`src/rtl/if_pc_fetch_pkg.sv`:
```
// Shared encodings for the fetch stage: next-PC select codes (as driven by the decoder),
// FSM states, the default reset PC and the branch-offset helper.
package if_pc_fetch_pkg;

   localparam logic [31:0] DEFAULT_RESET_PC = 32'h0000_3000;

   typedef enum logic [1:0] {
      NPC_PLUS4  = 2'b00,
      NPC_BRANCH = 2'b01,
      NPC_JUMP   = 2'b10,
      NPC_JR     = 2'b11
   } npc_op_t;

   typedef enum logic [1:0] {
      S_REQ  = 2'd0,
      S_WAIT = 2'd1,
      S_HOLD = 2'd2
   } state_t;

   // Word-scaled, sign-extended 16-bit branch displacement.
   function automatic logic [31:0] branch_offset(input logic [15:0] imm);
      return {{14{imm[15]}}, imm, 2'b00};
   endfunction

endpackage

```
`src/rtl/if_pc_fetch_if.sv`:
```
// Fetch-stage bus: instruction-memory request/response plus the hand-off to decode.
// master = the fetch stage, slave = memory and decode/datapath side.
interface if_pc_fetch_if;

   logic        imem_req_valid;
   logic        imem_req_ready;
   logic [31:0] imem_addr;
   logic        imem_rsp_valid;
   logic [31:0] imem_rsp_data;
   logic        if_valid;
   logic        if_ready;
   logic [31:0] if_instr;
   logic [31:0] if_pc;
   logic [1:0]  npc_op;
   logic [31:0] rs_data;

   modport master (
      output imem_req_valid, imem_addr, if_valid, if_instr, if_pc,
      input  imem_req_ready, imem_rsp_valid, imem_rsp_data, if_ready, npc_op, rs_data
   );

   modport slave (
      input  imem_req_valid, imem_addr, if_valid, if_instr, if_pc,
      output imem_req_ready, imem_rsp_valid, imem_rsp_data, if_ready, npc_op, rs_data
   );

endinterface

```
`src/rtl/if_npc_calc.sv`:
```
// Combinational next-PC: PLUS4, BRANCH, JUMP, and jump-register when IF_JR_EN is defined
// (otherwise code 11 falls back to PLUS4). All arithmetic wraps modulo 2^32.
module if_npc_calc
   import if_pc_fetch_pkg::*;
(
   input  logic [31:0] pc,
   input  logic [25:0] jidx,
   input  logic [1:0]  npc_op,
`ifdef IF_JR_EN
   input  logic [31:0] rs_data,
`endif
   output logic [31:0] npc
);

   logic [31:0] pc4;
   logic [31:0] br_tgt;
   logic [31:0] jmp_tgt;

   assign pc4     = pc + 32'd4;
   assign br_tgt  = pc4 + branch_offset(jidx[15:0]);
   // The jump region comes from the delay-slot address, not the jump itself.
   assign jmp_tgt = {pc4[31:28], jidx, 2'b00};

   always_comb begin
      npc = pc4;
      case (npc_op_t'(npc_op))
         NPC_BRANCH: npc = br_tgt;
         NPC_JUMP:   npc = jmp_tgt;
`ifdef IF_JR_EN
         NPC_JR:     npc = rs_data & 32'hFFFF_FFFC;
`endif
         default:    npc = pc4;
      endcase
   end

endmodule

```
`src/rtl/if_pc_fetch.sv`:
```
// Instruction fetch: one outstanding imem request, holds instr/pc for decode until retire,
// then loads the computed next PC. Best case 3 cycles/instr. Optional IF_JR_EN adds jump-register.
module if_pc_fetch
   import if_pc_fetch_pkg::*;
#(
   parameter logic [31:0] RESET_PC = DEFAULT_RESET_PC
)(
   input  logic          clk,
   input  logic          rst,
   if_pc_fetch_if.master bus
);

   localparam logic [31:0] RESET_PC_ALIGNED = {RESET_PC[31:2], 2'b00};

   state_t      state;
   state_t      state_nxt;
   logic [31:0] pc;
   logic [31:0] instr;
   logic        instr_vld;
   logic [31:0] npc;
   logic        capture;
   logic        retire;

   assign capture = (state == S_WAIT) && bus.imem_rsp_valid;
   assign retire  = (state == S_HOLD) && bus.if_ready;

   always_ff @(posedge clk) begin
      if (rst) state <= S_REQ;
      else     state <= state_nxt;
   end

   always_comb begin
      state_nxt = state;
      case (state)
         S_REQ:   if (bus.imem_req_ready) state_nxt = S_WAIT;
         S_WAIT:  if (bus.imem_rsp_valid) state_nxt = S_HOLD;
         S_HOLD:  if (bus.if_ready)       state_nxt = S_REQ;
         default: state_nxt = S_REQ;
      endcase
   end

   always_ff @(posedge clk) begin
      if (rst) begin
         pc        <= RESET_PC_ALIGNED;
         instr     <= 32'd0;
         instr_vld <= 1'b0;
      end else begin
         if (capture) begin
            instr     <= bus.imem_rsp_data;
            instr_vld <= 1'b1;
         end
         if (retire) begin
            pc        <= npc;
            instr_vld <= 1'b0;
         end
      end
   end

   if_npc_calc u_npc_calc (
      .pc      (pc),
      .jidx    (instr[25:0]),
      .npc_op  (bus.npc_op),
`ifdef IF_JR_EN
      .rs_data (bus.rs_data),
`endif
      .npc     (npc)
   );

   // Request is suppressed during the reset cycle itself.
   assign bus.imem_req_valid = (state == S_REQ) && !rst;
   assign bus.imem_addr      = {pc[31:2], 2'b00};
   assign bus.if_valid       = instr_vld;
   assign bus.if_instr       = instr;
   assign bus.if_pc          = pc;

   a_pc_stable: assert property (@(posedge clk) disable iff (rst)
      !retire |=> $stable(pc));

   a_req_held: assert property (@(posedge clk) disable iff (rst)
      (bus.imem_req_valid && !bus.imem_req_ready) |=> bus.imem_req_valid && $stable(bus.imem_addr));

   a_vld_matches_hold: assert property (@(posedge clk) disable iff (rst)
      bus.if_valid == (state == S_HOLD));

endmodule

```
`src/flat_wrapper.sv`:
```
// flat-port wrapper written by rule: the top's interface ports become plain ports
module if_pc_fetch_flat import if_pc_fetch_pkg::*;
#(
   parameter logic [31:0] RESET_PC = DEFAULT_RESET_PC
)
  (clk, rst, bus_imem_req_valid, bus_imem_addr, bus_if_valid, bus_if_instr, bus_if_pc, bus_imem_req_ready, bus_imem_rsp_valid, bus_imem_rsp_data, bus_if_ready, bus_npc_op, bus_rs_data);
  if_pc_fetch_if bus_i ();
  input  logic clk;
  input  logic rst;
  output wire logic [$bits(bus_i.imem_req_valid)-1:0] bus_imem_req_valid;
  output wire logic [$bits(bus_i.imem_addr)-1:0] bus_imem_addr;
  output wire logic [$bits(bus_i.if_valid)-1:0] bus_if_valid;
  output wire logic [$bits(bus_i.if_instr)-1:0] bus_if_instr;
  output wire logic [$bits(bus_i.if_pc)-1:0] bus_if_pc;
  input wire logic [$bits(bus_i.imem_req_ready)-1:0] bus_imem_req_ready;
  input wire logic [$bits(bus_i.imem_rsp_valid)-1:0] bus_imem_rsp_valid;
  input wire logic [$bits(bus_i.imem_rsp_data)-1:0] bus_imem_rsp_data;
  input wire logic [$bits(bus_i.if_ready)-1:0] bus_if_ready;
  input wire logic [$bits(bus_i.npc_op)-1:0] bus_npc_op;
  input wire logic [$bits(bus_i.rs_data)-1:0] bus_rs_data;
  assign bus_imem_req_valid = bus_i.imem_req_valid;
  assign bus_imem_addr = bus_i.imem_addr;
  assign bus_if_valid = bus_i.if_valid;
  assign bus_if_instr = bus_i.if_instr;
  assign bus_if_pc = bus_i.if_pc;
  assign bus_i.imem_req_ready = bus_imem_req_ready;
  assign bus_i.imem_rsp_valid = bus_imem_rsp_valid;
  assign bus_i.imem_rsp_data = bus_imem_rsp_data;
  assign bus_i.if_ready = bus_if_ready;
  assign bus_i.npc_op = bus_npc_op;
  assign bus_i.rs_data = bus_rs_data;
  if_pc_fetch #(.RESET_PC(RESET_PC)) u_core (.clk(clk), .rst(rst), .bus(bus_i));
endmodule
```
`config.mk`:
```
export PLATFORM = sky130hd
export DESIGN_NAME = if_pc_fetch_flat
export DESIGN_NICKNAME = d
export VERILOG_FILES = /design/src/rtl/if_pc_fetch_pkg.sv /design/src/rtl/if_pc_fetch_if.sv /design/src/rtl/if_npc_calc.sv /design/src/rtl/if_pc_fetch.sv /design/src/flat_wrapper.sv
export SDC_FILE = /design/constraint.sdc
export NUM_CORES = 1
export LEC_CHECK = 0
export ABC_AREA = 1
export BUFFER_PORTS_ARGS = -buffer_cell sky130_fd_sc_hd__buf_2
export CAP_MARGIN = 0
export CORE_AREA = 5 5 179 138
export DETAILED_ROUTE_END_ITERATION = 8
export DIE_AREA = 0 0 184 143
export PLACE_DENSITY = 0.49
export SLEW_MARGIN = 25
export SYNTH_ARGS = -nofsm -noshare
export SYNTH_HDL_FRONTEND = slang
export SYNTH_HIERARCHICAL = 1
export SYNTH_SLANG_ARGS = --single-unit
export TNS_END_PERCENT = 1
```
`constraint.sdc`:
```
create_clock -name clk -period 3.7 [get_ports clk]
set_input_delay 0.555 -clock clk [delete_from_list [all_inputs] [get_ports clk]]
set_output_delay 0.555 -clock clk [all_outputs]
set_load 0.005 [all_outputs]
```
==> results_dict.tcl <==
set metrics [dict create \
    die_h_um 143 \
    crit_required_ps 3990 \
    clock-sinks 67 \
    grtUsageTotal 0.181 \
    timing.fmax_mhz 293 \
    ys.flop_type "dfxtp_1" \
    first_iter_violations 533 \
    grt_pass1_vias 6938 \
    seqPwrFrac 0.358 \
    end_kind "flip-flop" \
    synth.area.top_cells "nand2_1 (22%), dfxtp_1 (20%), nor2_1 (11%), inv_1 (11%), ha_1 (6.9%)" \
    synth_cells 1214 \
    critPathKind "reg -> reg" \
    antenna_cells 0 \
    p_comb_frac 0.193 \
    drcViolationCount 0 \
    clk_pin_slew_worst_paths_ps 70 \
    synth_top_area_share 0.220 \
    routedWlPerCell_um 14.7 \
    rows 48 \
    status "finished clean" \
    cap_violations 0 \
    grt_antenna_before_repair 0 \
    ios 169 \
    start_util 0.296 \
    root_buffer "clkbuf_16" \
    routed_wl_mm 23.9 \
    hold_violations 0 \
    core_area_um2 22700 \
    power_density_nw_per_um2 282 \
    rsz0062_at_grt "no" \
    synthTopCellsByCount "nand2_1 (394), nor2_1 (200), inv_1 (192), nand3_1 (70), a21oi_1 (68)" \
    ys_seq_area_frac 0.199 \
    clock_skew_ps 7.43 \
    htreeDepth 3 \
    fin_nets 1427 \
    grt_max_degree 50 \
    yosysMostFrequentCell "nand2_1" \
    pwr-share-clk 0.449 \
    cp.arrival_ps 3700 \
    postSynth.asyncResetShare 0 \
    intPower_w 0.00151 \
    gp_congestion 0.935 \
    dp_hpwl_mm 19.2 \
    vias 7363 \
    leakage_nw 4.60 \
    viasPerCell 4.54 \
    clockBufferDepth 2 \
    holdBufCountCts 0 \
    slew_violations 0 \
    die-area_um2 26300 \
    critPathMaxFanout 6 \
    synth_area_per_cell_um2 5.54 \
    cts_setup_buffers 0 \
    port_buffers 134 \
    areaGrowthSynthToFinish_pct 17.3 \
    synth_top_area_cell "nand2_1" \
    finish.utilization 0.347 \
    drive_above_1_share 0.160 \
    min_period_ps 3410 \
    relSlewSlack 0.402 \
    tightest_slew_ps 897 \
    ant_nets 0 \
    hp-class "in -> reg" \
    overflow 0 \
    netSwitchingFraction 0.319 \
    syn_area_um2 6720 \
    setup_viol 0 \
    cts_buffers 9 \
    synth_edf_count 0 \
    post-route-period-util 0.922 \
    cts_tree "built" \
    p_sw_w 0.000708 \
    ys_seq_elements 67 \
    yosysUniqueCellTypes 38 \
    ir_worst_vdd_uv 205 \
    grt_pass1_wl_mm 37.8 \
    yosysWarnings 6 \
    die_w_um 184 \
    worstSkewPairLatency_ps 340 \
    critPathLaunchType "flip-flop" \
    tns_ps 0 \
    drt_pre_antenna_iters 5 \
]
-- state kept, by name, indices dropped and copies added, names as in the netlist --
| register | flops |
|---|---|
| u_core/bus.if_pc | 32 |
| u_core/bus.if_valid | 1 |
| u_core/bus.if_instr | 32 |
| u_core/state | 2 |
-- per-layer routing --
| layer | wire (um) | vias up | global-route usage | part of all wire |
|---|---|---|---|---|
| met5 | 0 | - | 0 | 0 |
| met4 | 357 | 0 | 0.0389 | 0.015 |
| met3 | 1510 | 24 | 0.0339 | 0.063 |
| met2 | 9590 | 206 | 0.266 | 0.40 |
| met1 | 12500 | 3254 | 0.274 | 0.52 |
| li1 | - | 3879 | - | - |
-- critical path, stage by stage, from the launching register on --
cell	delay, ps
dfxtp_1	420
ha_1	270
nand2_1	90
inv_2	70
nand2_2	80
nor2_4	90
inv_2	90
nor3_4	240
xor2_2	260
ha_1	310
a21oi_1	330
o21ai_0	210
a21oi_1	190
nand3_1	90
nand2_1	60
nand3_1	150
a21oi_1	230
nor2_1	70
nor2_1	100
-- per-stage QoR --
step,cells,total power (W),setup slack [ps],hold WS (ps),cell area [um^2]
after detailed placement,1607,0.00123,200,431,7540
after floorplan,1215,0.00108,978,438,6730
after global placement,1607,0.00123,246,431,7540
final,1623,0.00222,288,420,7890
after CTS,1623,0.00224,178,402,7870
after global routing,1623,0.00234,42.8,417,7890
-- cell usage in the layout (no fill, tap or decap), types with 10 or more instances in the layout --
master   instances
nand2_1        394
nor2_1         199
inv_1          191
buf_2          134
nand3_1         70
a21oi_1         68
dfxtp_1         66
ha_1            37
buf_4           21
xor2_1          14
o21ai_0         12
nor3_1          10
-- kinds of logic after synthesis --
group,after synthesis,synth area share
simple gates,731,0.455
buf+inv,260,0.168
compound gates,99,0.0809
flops,67,0.199
fa+ha+maj,38,0.0718
xor+xnor,18,0.0246
other cells,1,0.000558
-- area by class of cell --
class	instances	area [um^2]
fill	2594	14800
multi-input combinational	888	4270
sequential	67	1340
timing repair buffer	155	828
inverter	197	739
tap	300	375
clock buffer	9	225
clock inverter	7	105
-- power by group through the flow --
stage	Combinational [W]	Sequential, W	Clock (W)
after detailed placement	0.000422	0.000812	0
after CTS	0.000425	0.000796	0.00102
after global routing	0.000485	0.000802	0.00105
after global placement	0.000422	0.000812	0
final	0.000429	0.000796	0.000997
after floorplan	0.000275	0.000806	0
-- timing repair --
item	in CTS	in global routing
setup endpoints to repair	0	6
endpoints found under the hold margin	0	0
gates resized for setup	0	4
-- final timing paths --
kind	startpoint	to	slack, ps	cells after the start
worst max-delay path	u_core/bus.if_pc[3]$_SDFFE_PP0P_	u_core/bus.if_pc[25]$_SDFFE_PP0P_	290	18
worst min-delay path	rst	u_core/state[1]$_SDFFE_PP0P_	420	2
worst max register to register	u_core/bus.if_pc[3]$_SDFFE_PP0P_	u_core/bus.if_pc[25]$_SDFFE_PP0P_	290	18
worst min register to register	u_core/bus.if_valid$_SDFFE_PP0P_	u_core/bus.if_valid$_SDFFE_PP0P_	450	2
Power figures use the tool's default switching activity.
